<file path="src/rtl/bist_tpg_misr_if.sv">
// BIST TPG/MISR bus: controller handshake inputs, CUT response, pattern/signature/verdict outputs.
// Pure wiring, no latency.
// No backpressure; the controller paces the block through i_run.
// Optional o_pat_cnt is present only when BIST_PATTERN_COUNT_EN is defined.
interface bist_tpg_misr_if #(
    parameter int WIDTH = 16
);
    logic             i_run;
    logic             i_seed_sel;
    logic             i_finish;
    logic             i_bist_end;
    logic [WIDTH-1:0] i_cut_resp;
    logic [WIDTH-1:0] o_test_vec;
    logic [WIDTH-1:0] o_signature;
    logic             o_pass;
    logic             o_fail;
    logic             o_done;
`ifdef BIST_PATTERN_COUNT_EN
    logic [15:0]      o_pat_cnt;
`endif

    // BIST block side
    modport slave (
        input  i_run, i_seed_sel, i_finish, i_bist_end, i_cut_resp,
        output o_test_vec, o_signature, o_pass, o_fail, o_done
`ifdef BIST_PATTERN_COUNT_EN
        , output o_pat_cnt
`endif
    );

    // Controller / test-bench side
    modport master (
        output i_run, i_seed_sel, i_finish, i_bist_end, i_cut_resp,
        input  o_test_vec, o_signature, o_pass, o_fail, o_done
`ifdef BIST_PATTERN_COUNT_EN
        , input o_pat_cnt
`endif
    );
endinterface

</file>
<file path="src/rtl/bist_tpg_misr.sv">
// Galois LFSR test-pattern generator plus MISR compactor with a registered pass/fail verdict.
// Steps take effect on the next edge; DONE rises on the second edge after FINISH is sampled.
// No backpressure: RUN low freezes both registers; RESULT ignores RUN/SEED_SEL/FINISH until BIST_END falls.
// Optional saturating pattern counter on o_pat_cnt when BIST_PATTERN_COUNT_EN is defined.
module bist_tpg_misr #(
    parameter int               WIDTH  = 16,
    parameter logic [WIDTH-1:0] TAPS   = 16'hB400,
    parameter logic [WIDTH-1:0] SEED_A = 16'hACE1,
    parameter logic [WIDTH-1:0] SEED_B = 16'h1D87,
    parameter logic [WIDTH-1:0] GOLDEN = 16'h0000
) (
    input  logic           i_clk,
    input  logic           i_rst_n,
    bist_tpg_misr_if.slave bus
);
    typedef enum logic [1:0] {
        ST_ARMED   = 2'd0,
        ST_ACTIVE  = 2'd1,
        ST_COMPARE = 2'd2,
        ST_RESULT  = 2'd3
    } state_t;

    state_t           r_state;
    logic [WIDTH-1:0] r_lfsr;
    logic [WIDTH-1:0] r_misr;
    logic             r_pass;
    logic             r_fail;
    logic             r_done;
    logic             r_seed_q;
    logic             r_end_q;

    state_t           w_state_nxt;
    logic [WIDTH-1:0] w_lfsr_nxt;
    logic [WIDTH-1:0] w_misr_nxt;
    logic             w_pass_nxt;
    logic             w_fail_nxt;
    logic             w_done_nxt;
    logic             w_advance;
    logic             w_rearm;
    logic             w_seed_rise;
    logic             w_end_fall;
    logic [WIDTH-1:0] w_lfsr_step;
    logic [WIDTH-1:0] w_misr_step;

    assign w_seed_rise = bus.i_seed_sel & ~r_seed_q;
    assign w_end_fall  = ~bus.i_bist_end & r_end_q;
    assign w_lfsr_step = (r_lfsr >> 1) ^ (r_lfsr[0] ? TAPS : '0);
    assign w_misr_step = ((r_misr >> 1) ^ (r_misr[0] ? TAPS : '0)) ^ bus.i_cut_resp;

    // State register
    always_ff @(posedge i_clk or negedge i_rst_n) begin
        if (!i_rst_n) r_state <= ST_ARMED;
        else          r_state <= w_state_nxt;
    end

    // Next state and next datapath values; FINISH outranks RUN, reseed replaces the LFSR step only
    always_comb begin
        w_state_nxt = r_state;
        w_lfsr_nxt  = r_lfsr;
        w_misr_nxt  = r_misr;
        w_pass_nxt  = r_pass;
        w_fail_nxt  = r_fail;
        w_done_nxt  = r_done;
        w_advance   = 1'b0;
        w_rearm     = 1'b0;
        case (r_state)
            ST_ARMED, ST_ACTIVE: begin
                if (bus.i_finish) begin
                    w_state_nxt = ST_COMPARE;
                end else if (bus.i_run) begin
                    w_advance   = 1'b1;
                    w_lfsr_nxt  = w_seed_rise ? SEED_B : w_lfsr_step;
                    w_misr_nxt  = w_misr_step;
                    w_state_nxt = ST_ACTIVE;
                end
            end
            ST_COMPARE: begin
                w_pass_nxt  = (r_misr == GOLDEN);
                w_fail_nxt  = (r_misr != GOLDEN);
                w_done_nxt  = 1'b1;
                w_state_nxt = ST_RESULT;
            end
            ST_RESULT: begin
                if (w_end_fall) begin
                    w_rearm     = 1'b1;
                    w_lfsr_nxt  = SEED_A;
                    w_misr_nxt  = '0;
                    w_pass_nxt  = 1'b0;
                    w_fail_nxt  = 1'b0;
                    w_done_nxt  = 1'b0;
                    w_state_nxt = ST_ARMED;
                end
            end
            default: w_state_nxt = ST_ARMED;
        endcase
    end

    // Pattern, signature and verdict registers
    always_ff @(posedge i_clk or negedge i_rst_n) begin
        if (!i_rst_n) begin
            r_lfsr <= SEED_A;
            r_misr <= '0;
            r_pass <= 1'b0;
            r_fail <= 1'b0;
            r_done <= 1'b0;
        end else begin
            r_lfsr <= w_lfsr_nxt;
            r_misr <= w_misr_nxt;
            r_pass <= w_pass_nxt;
            r_fail <= w_fail_nxt;
            r_done <= w_done_nxt;
        end
    end

    // Delayed copies of SEED_SEL and BIST_END for edge detection, sampled in every state
    always_ff @(posedge i_clk or negedge i_rst_n) begin
        if (!i_rst_n) begin
            r_seed_q <= 1'b0;
            r_end_q  <= 1'b0;
        end else begin
            r_seed_q <= bus.i_seed_sel;
            r_end_q  <= bus.i_bist_end;
        end
    end

`ifdef BIST_PATTERN_COUNT_EN
    logic [15:0] r_pat_cnt;

    // Count every LFSR advance (step or reseed), saturating; cleared on re-arm
    always_ff @(posedge i_clk or negedge i_rst_n) begin
        if (!i_rst_n)                              r_pat_cnt <= '0;
        else if (w_rearm)                          r_pat_cnt <= '0;
        else if (w_advance && r_pat_cnt != 16'hFFFF) r_pat_cnt <= r_pat_cnt + 16'd1;
    end

    assign bus.o_pat_cnt = r_pat_cnt;
`endif

    assign bus.o_test_vec  = r_lfsr;
    assign bus.o_signature = r_misr;
    assign bus.o_pass      = r_pass;
    assign bus.o_fail      = r_fail;
    assign bus.o_done      = r_done;
endmodule
</file>
<file path="src/flat_wrapper.sv">
// flat-port wrapper written by rule: the top's interface ports become plain ports
module bist_tpg_misr_flat 
#(
    parameter int               WIDTH  = 16,
    parameter logic [WIDTH-1:0] TAPS   = 16'hB400,
    parameter logic [WIDTH-1:0] SEED_A = 16'hACE1,
    parameter logic [WIDTH-1:0] SEED_B = 16'h1D87,
    parameter logic [WIDTH-1:0] GOLDEN = 16'h0000
)
  (i_clk, i_rst_n, bus_i_run, bus_i_seed_sel, bus_i_finish, bus_i_bist_end, bus_i_cut_resp, bus_o_test_vec, bus_o_signature, bus_o_pass, bus_o_fail, bus_o_done);
  bist_tpg_misr_if #(.WIDTH(WIDTH)) bus_i ();
  input  logic i_clk;
  input  logic i_rst_n;
  input wire logic [$bits(bus_i.i_run)-1:0] bus_i_run;
  input wire logic [$bits(bus_i.i_seed_sel)-1:0] bus_i_seed_sel;
  input wire logic [$bits(bus_i.i_finish)-1:0] bus_i_finish;
  input wire logic [$bits(bus_i.i_bist_end)-1:0] bus_i_bist_end;
  input wire logic [$bits(bus_i.i_cut_resp)-1:0] bus_i_cut_resp;
  output wire logic [$bits(bus_i.o_test_vec)-1:0] bus_o_test_vec;
  output wire logic [$bits(bus_i.o_signature)-1:0] bus_o_signature;
  output wire logic [$bits(bus_i.o_pass)-1:0] bus_o_pass;
  output wire logic [$bits(bus_i.o_fail)-1:0] bus_o_fail;
  output wire logic [$bits(bus_i.o_done)-1:0] bus_o_done;
  assign bus_i.i_run = bus_i_run;
  assign bus_i.i_seed_sel = bus_i_seed_sel;
  assign bus_i.i_finish = bus_i_finish;
  assign bus_i.i_bist_end = bus_i_bist_end;
  assign bus_i.i_cut_resp = bus_i_cut_resp;
  assign bus_o_test_vec = bus_i.o_test_vec;
  assign bus_o_signature = bus_i.o_signature;
  assign bus_o_pass = bus_i.o_pass;
  assign bus_o_fail = bus_i.o_fail;
  assign bus_o_done = bus_i.o_done;
  bist_tpg_misr #(.WIDTH(WIDTH), .TAPS(TAPS), .SEED_A(SEED_A), .SEED_B(SEED_B), .GOLDEN(GOLDEN)) u_core (.i_clk(i_clk), .i_rst_n(i_rst_n), .bus(bus_i));
endmodule
</file>
<file path="config.mk">
export PLATFORM = sky130hd
export DESIGN_NAME = bist_tpg_misr_flat
export DESIGN_NICKNAME = d
export VERILOG_FILES = /design/src/rtl/bist_tpg_misr_if.sv /design/src/rtl/bist_tpg_misr.sv /design/src/flat_wrapper.sv
export SDC_FILE = /design/constraint.sdc
export NUM_CORES = 1
export LEC_CHECK = 0
export ABC_AREA = 0
export ABC_CLOCK_PERIOD_IN_PS = 2200
export BUFFER_PORTS_ARGS = -buffer_cell sky130_fd_sc_hd__buf_2
export CORE_MARGIN = 4
export CORE_UTILIZATION = 28
export DETAILED_ROUTE_END_ITERATION = 8
export GPL_ROUTABILITY_DRIVEN = 0
export PLACE_DENSITY = 0.47
export SYNTH_ARGS = -nofsm -noshare
export SYNTH_HDL_FRONTEND = slang
export SYNTH_SLANG_ARGS = --single-unit
</file>
<file path="constraint.sdc">
create_clock -name i_clk -period 2.2 [get_ports i_clk]
set_input_delay 0.44 -clock i_clk [delete_from_list [all_inputs] [get_ports i_clk]]
set_output_delay 0.44 -clock i_clk [all_outputs]
set_load 0.005 [all_outputs]
</file>
==> impl_metrics.ini, run 1 <==
[logic_synthesis]
avgSynthCellArea_sq_um = 11.4
synth_most_common_cell = dfrtp_1
synth_edf_count = 0
syn-num-nets = 194
async_flop_share_pct = 100
yosys_warnings = 0
synth_top_cell_by_area = dfrtp_1
synth-seq-cells = 39
synth_area_sq_mm = 0.00195
ys_types = 38
synth_flop_cell = dfrtp_1
syn_inst = 172
ys_seq_area_share_pct = 50.5
synthTopCellsByArea = dfrtp_1 (40%), dfstp_2 (11%), xnor2_1 (9.4%), a21o_1 (5.4%), nor3_2 (4.6%)
yosysTopAreaCellShare_pct = 39.7
synth_common_cells = dfrtp_1 (31), xnor2_1 (21), a21o_1 (14), nor3_1 (13), a21oi_1 (11)

[floorplanning]
core_region_area_sq_mm = 0.00679
ioPinCount = 57
initial_utilization_pct = 28.7
dieWidth_microns = 91.5
rows = 30
die_area_sq_mm = 0.00838
chipHeight_microns = 91.5

[setup_path]
r2r-start = u_core.r_state[1]$_DFFE_PN0P_
crit_start = u_core.r_state[1]$_DFFE_PN0P_
cp_slowest_stage_delay_ns = 0.54
path_max_fanout = 15
worstPathCellList = and4b_1, nand2b_4, mux2_2
worstPathRequired_ns = 2.38
slowest_stage = dfrtp_1
worstSetupEndpointType = flop
arrival_ns = 1.89
critPathLaunchType = flop
path_class = flop to flop
path_delay_family = simple AND/OR/NAND/NOR gates
path_buf_inv = 0

[global_route]
grt_antenna_before_repair = 0
grt_pass1_wl_microns = 8160
overflow = 0
grt.total_usage_pct = 12.3
grt_max_degree = 21
grt_pass1_vias = 1528

[clocking]
clockBufferDepth = 2
cts_hold_buf = 0
cts_resized = 0
cts_setup_buffers = 0
clkLatencyLatePin_ns = 0.29
cts_tree = done
clk_pin_slew_ns = 0.08
clock_sinks = 39
ctsRootBufferMaster = clkbuf_8
cts_made_buffers = 5
htreeDepth = 2

[placement]
port_buffers = 56
dp_hpwl_microns = 3470

[pwr]
vdd_ir_drop_max_uv = 327
p_leak_nw = 1.19
power_density_mw_per_mm2 = 1040
power_mw = 2.54

[outcome]
outcome = complete, no violations

[hold_path]
hold_class = input pin to async pin

[flow_run]
cap_violations = 0

[route]
via_count = 1499
avgViaCountPerCell = 4.60
first_pass_iters = 4
ant_nets = 0
drt_wl_total_microns = 4860
wl_per_cell_microns = 14.9
drtIter0Drc = 90
route.detailed.drc = 0

[timing]
skew_ns = 0.00406
period_needed_ns = 1.71
setup_viol = 0
max_freq_mhz = 585
maxSlewViolCount = 0
fin_crit_sh_pct = 77.6
setup_tns_ns = 0
rsz0062_at_grt = false
slew_headroom_pct = 61.0
report.final.hold_viol_count = 0
tightest_slew_ns = 0.584

[cells_and_area]
syn2layout_area_growth_pct = 25.3
num_antenna_cells = 0
drive_gt1_share_pct = 40.0
fin_nets = 251
path summary, 6_finish.rpt:
check	cells after the start	endpoint	slack, ns
worst max-delay path	3	u_core.bus.o_test_vec[2]$_DFFE_PN0P_	0.49
worst min-delay path	1	u_core.bus.o_pass$_DFFE_PN0P_	0.10
worst max register to register	3	u_core.bus.o_test_vec[2]$_DFFE_PN0P_	0.49
worst min register to register	1	u_core.bus.o_fail$_DFFE_PN0P_	0.50
max in group asynchronous	2	u_core.bus.o_test_vec[13]$_DFFE_PN1P_	1.55
min in group i_clk	1	u_core.r_end_q$_DFF_PN0_	0.28
layer usage:
metal  track usage, %  wire [microns]  up-vias
met5                0               0        -
li1                 -               -      722
met4             4.15              70        0
met3             2.73             213        6
met2             19.5            2310       30
met1             16.4            2260      741
flip-flops by register name, indices dropped and copies added (netlist names):
register / count
u_core.bus.o_test_vec: 16
u_core.bus.o_pass: 1
u_core.r_seed_q: 1
u_core.r_end_q: 1
u_core.r_state: 2
u_core.bus.o_done: 1
u_core.bus.o_signature: 16
u_core.bus.o_fail: 1
area by class of cell:
type                       count  area (sq um)
clock buffer                   6          72.6
clock inverter                 2          60.1
fill                         696          4350
inverter                       8          30.0
multi-input combinational    113           828
sequential                    39           986
tap                           96           120
timing repair buffer          62           350
layout by cell type (no fill, tap or decap), types with 2 or more instances in the layout:
master / instances
a41oi_1: 3
o211ai_1: 2
dfstp_2: 8
clkbuf_8: 5
nor2b_1: 2
xnor2_1: 21
a22o_1: 3
a21o_1: 14
buf_12: 2
nand4_1: 5
nor3_1: 13
inv_1: 8
nor4_1: 4
o21ai_0: 7
a21oi_1: 11
nand2_1: 3
buf_2: 56
bufinv_16: 2
nor3_2: 9
dfrtp_1: 31
nor2_1: 2
buf_4: 4
stage by stage:
step                      std cells  setup WS, ns  hold WS [ns]  utilization [%]  instance area, sq um
after detailed placement        318         0.477         0.437             34.1                  2310
after global placement          318         0.525         0.438             34.1                  2310
final                           326         0.492         0.102             36.0                  2450
after floorplan                 172         0.720         0.144                -                  1950
after global routing            326         0.366         0.141             36.0                  2450
after CTS                       326         0.492         0.114             36.0                  2450
report_power, final:
group / internal (mW) / leakage [nW] / switching (mW)
Clock: 0.454 / 0.0654 / 0.264
Combinational: 0.368 / 0.631 / 0.350
Sequential: 0.924 / 0.493 / 0.177
cell families (layout without fill, tap and decap cells):
| group | after synthesis | after routing | synth area share, % |
|---|---|---|---|
| buffers and inverters | 20 | 78 | 7.11 |
| DFF | 39 | 39 | 50.5 |
| AOI/OAI and AO/OA | 45 | 45 | 16.0 |
| and+or+nand+nor | 45 | 45 | 16.0 |
| xor gates and xnor gates | 22 | 22 | 9.87 |
| muxes | 1 | 1 | 0.577 |
Note: power is estimated with default switching activity, not from simulation.
==> run 2, diff against run 1 <==
--- a/config.mk
+++ b/config.mk
@@ -6,13 +6,13 @@
 export NUM_CORES = 1
 export LEC_CHECK = 0
 export ABC_AREA = 0
-export ABC_CLOCK_PERIOD_IN_PS = 2200
+export ABC_CLOCK_PERIOD_IN_PS = 1400
 export BUFFER_PORTS_ARGS = -buffer_cell sky130_fd_sc_hd__buf_2
 export CORE_MARGIN = 4
 export CORE_UTILIZATION = 28
 export DETAILED_ROUTE_END_ITERATION = 8
 export GPL_ROUTABILITY_DRIVEN = 0
-export PLACE_DENSITY = 0.47
+export PLACE_DENSITY = 0.49
 export SYNTH_ARGS = -nofsm -noshare
 export SYNTH_HDL_FRONTEND = slang
 export SYNTH_SLANG_ARGS = --single-unit
==> constraint.sdc (replaced) <==
create_clock -name i_clk -period 1.4 [get_ports i_clk]
set_input_delay 0.28 -clock i_clk [delete_from_list [all_inputs] [get_ports i_clk]]
set_output_delay 0.28 -clock i_clk [all_outputs]
set_load 0.005 [all_outputs]
==> run 2 against run 1 <==
  * Via count increased by 6.7%
  * Clock power increased by 4.6%
  * Register-to-register slack got worse by 0.46 ns
  * Cell count increased by 8.3%
  * Cell area increased by 9.3%
  * Sequential share of layout area decreased by 3.4 points
  * Die area unchanged
  * Maximum frequency increased by 25%
  * Critical path type unchanged
  * Critical endpoint unchanged
==> impl_metrics.ini, run 2 (synthesized netlist as in run 1, its figures left out) <==
[floorplanning]
chipHeight_microns = 91.5
initial_utilization_pct = 28.7
die_area_sq_mm = 0.00838
dieWidth_microns = 91.5
ioPinCount = 57
rows = 30
core_region_area_sq_mm = 0.00679

[timing]
slew_headroom_pct = 72.0
maxSlewViolCount = 0
max_freq_mhz = 729
worst_slack_ns = 0.0280
setup_viol = 0
skew_ns = 0.00363
rsz0062_at_grt = true
report.final.hold_viol_count = 0
tightest_slew_ns = 0.419
period_needed_ns = 1.37
fin_crit_sh_pct = 98.0

[setup_path]
cp_slowest_stage_delay_ns = 0.38
worstPathRequired_ns = 1.58
path_buf_inv = 1
r2r-start = u_core.r_state[1]$_DFFE_PN0P_
ff2ff_setup_slack_ns = 0.03
timing.rr.end = u_core.bus.o_test_vec[2]$_DFFE_PN0P_
path_max_fanout = 4
rr_worst_depth = 4
worstSetupEndpointType = flop
worstPathCellList = and4b_2, buf_4, nand2b_4, mux2_2
path_delay_family = simple AND/OR/NAND/NOR gates
crit_start = u_core.r_state[1]$_DFFE_PN0P_
arrival_ns = 1.55
critPathLaunchType = flop
path_class = flop to flop
slowest_stage = dfrtp_1

[hold_path]
whs_path_depth = 1
hold_class = input pin to flop
min_to = u_core.r_seed_q$_DFF_PN0_
min-delay-start = bus_i_seed_sel

[pwr]
power.internal_mw = 2.53
seqPwrFrac_pct = 43.5
p_leak_nw = 1.31
power_density_mw_per_mm2 = 1430
p_clk_share_pct = 19.7
p_sw_share_pct = 33.7
switchingPower_mw = 1.29
pwr-share-comb_pct = 36.8
vdd_ir_drop_max_uv = 363

[route]
route.detailed.drc = 0
via_count = 1600
drtIter0Drc = 64
ant_nets = 0
avgViaCountPerCell = 4.53
drt_wl_total_microns = 5060
first_pass_iters = 4
wl_per_cell_microns = 14.3

[global_route]
grt_pass1_vias = 1607
use_met2_pct = 20.1
grt.total_usage_pct = 12.0
grtUsageMet1_pct = 15.3
grt_busiest_layer = met2
grt_antenna_before_repair = 0
grt_pass1_wl_microns = 7980
grt_max_degree = 40
use_met3_pct = 2.40
overflow = 0

[clocking]
cts_made_buffers = 5
clock_sinks = 39
cts_tree = done
clockBufferDepth = 2
htreeDepth = 2
clkLatencyLatePin_ns = 0.29
ctsRootBufferMaster = clkbuf_8
clk_pin_slew_ns = 0.08

[cells_and_area]
fin_nets = 278
drive_gt1_share_pct = 50.6
syn2layout_area_growth_pct = 36.9
design_area_sq_mm = 0.00267
final_common_cell = buf_2
num_antenna_cells = 0
final_cell_mix = buf_2 (57), dfrtp_1 (31), buf_4 (27)

[outcome]
outcome = complete, no violations

[flow_run]
cap_violations = 0

[placement]
port_buffers = 56
preCtsSetupSlack_ns = -0.123
dpl_cell_area_sq_mm = 0.00247
dp_hpwl_microns = 3570
-- run 2: cell count changes in the layout (fill, tap and decap cells not counted), sizes merged --
| cell | before | now |
|---|---|---|
| buf | 62 | 88 |
| clkinvlp | 0 | 2 |
| bufinv | 2 | 0 |
| dlygate4sd3 | 0 | 1 |
| clkbuf | 6 | 5 |
| clkinv | 0 | 1 |
-- run 2: layer usage --
layer	part of all wire, %	up-vias
met5	0	-
met4	0.61	0
met3	4.8	2
met2	52	30
met1	43	789
li1	-	779
-- run 2: area by class of cell --
class | instances | area [sq um]
fill | 690 | 4120
sequential | 39 | 986
multi-input combinational | 113 | 893
timing repair buffer | 89 | 556
tap | 96 | 120
clock buffer | 5 | 68.8
inverter | 8 | 30.0
clock inverter | 3 | 20.0
-- run 2: power groups by stage --
| stage | Clock, mW | Combinational (mW) | Sequential (mW) |
|---|---|---|---|
| 3_3_place_gp | 0 | 1.35 | 1.67 |
| 5_1_grt | 0.822 | 1.56 | 1.70 |
| 4_1_cts | 0.786 | 1.38 | 1.66 |
| 2_1_floorplan | 0 | 0.723 | 1.69 |
| 6_report | 0.750 | 1.41 | 1.66 |
| 3_5_place_dp | 0 | 1.35 | 1.68 |
-- run 2: through the flow --
| stage | hold slack (ns) | util [%] | setup TNS [ns] | instances | power (mW) |
|---|---|---|---|---|---|
| floorplan | -0.0156 | - | 0 | 172 | 2.41 |
| global route | 0.123 | 39.4 | -0.161 | 353 | 4.08 |
| global placement | 0.268 | 36.4 | -1.51 | 341 | 3.02 |
| finish | 0.119 | 39.4 | 0 | 353 | 3.82 |
| CTS | 0.111 | 38.1 | -0.0347 | 350 | 3.82 |
| detailed placement | 0.269 | 36.4 | -1.59 | 341 | 3.03 |
-- run 2: worst max path at each step --
stage                                             end  slack [ns]  cells past startpoint
2_1_floorplan  u_core.bus.o_signature[11]$_DFFE_PN0P_        0.02                      5
3_3_place_gp   u_core.bus.o_signature[12]$_DFFE_PN0P_       -0.12                      3
3_5_place_dp   u_core.bus.o_signature[10]$_DFFE_PN0P_       -0.12                      3
4_1_cts         u_core.bus.o_signature[2]$_DFFE_PN0P_       -0.01                      4
5_1_grt          u_core.bus.o_test_vec[2]$_DFFE_PN0P_       -0.03                      4
6_report         u_core.bus.o_test_vec[2]$_DFFE_PN0P_        0.03                      4
-- run 2: repair_timing --
| action | CTS | global route |
|---|---|---|
| buffers inserted | 0 | 2 |
| endpoints found under the hold margin | 31 | 0 |
| cloned | 0 | 1 |
| gates resized for setup | 3 | 16 |
| pin swaps | 0 | 6 |
| endpoints found under the setup margin | 18 | 29 |
| hold buffers | 1 | 0 |
-- run 2: worst reg2reg max path: cells and delay by family (launching register included) --
kind | cells | cell delay (ns)
buf+inv | 1 | 0.14
flops | 1 | 0.38
mux | 1 | 0.33
simple gates | 2 | 0.41
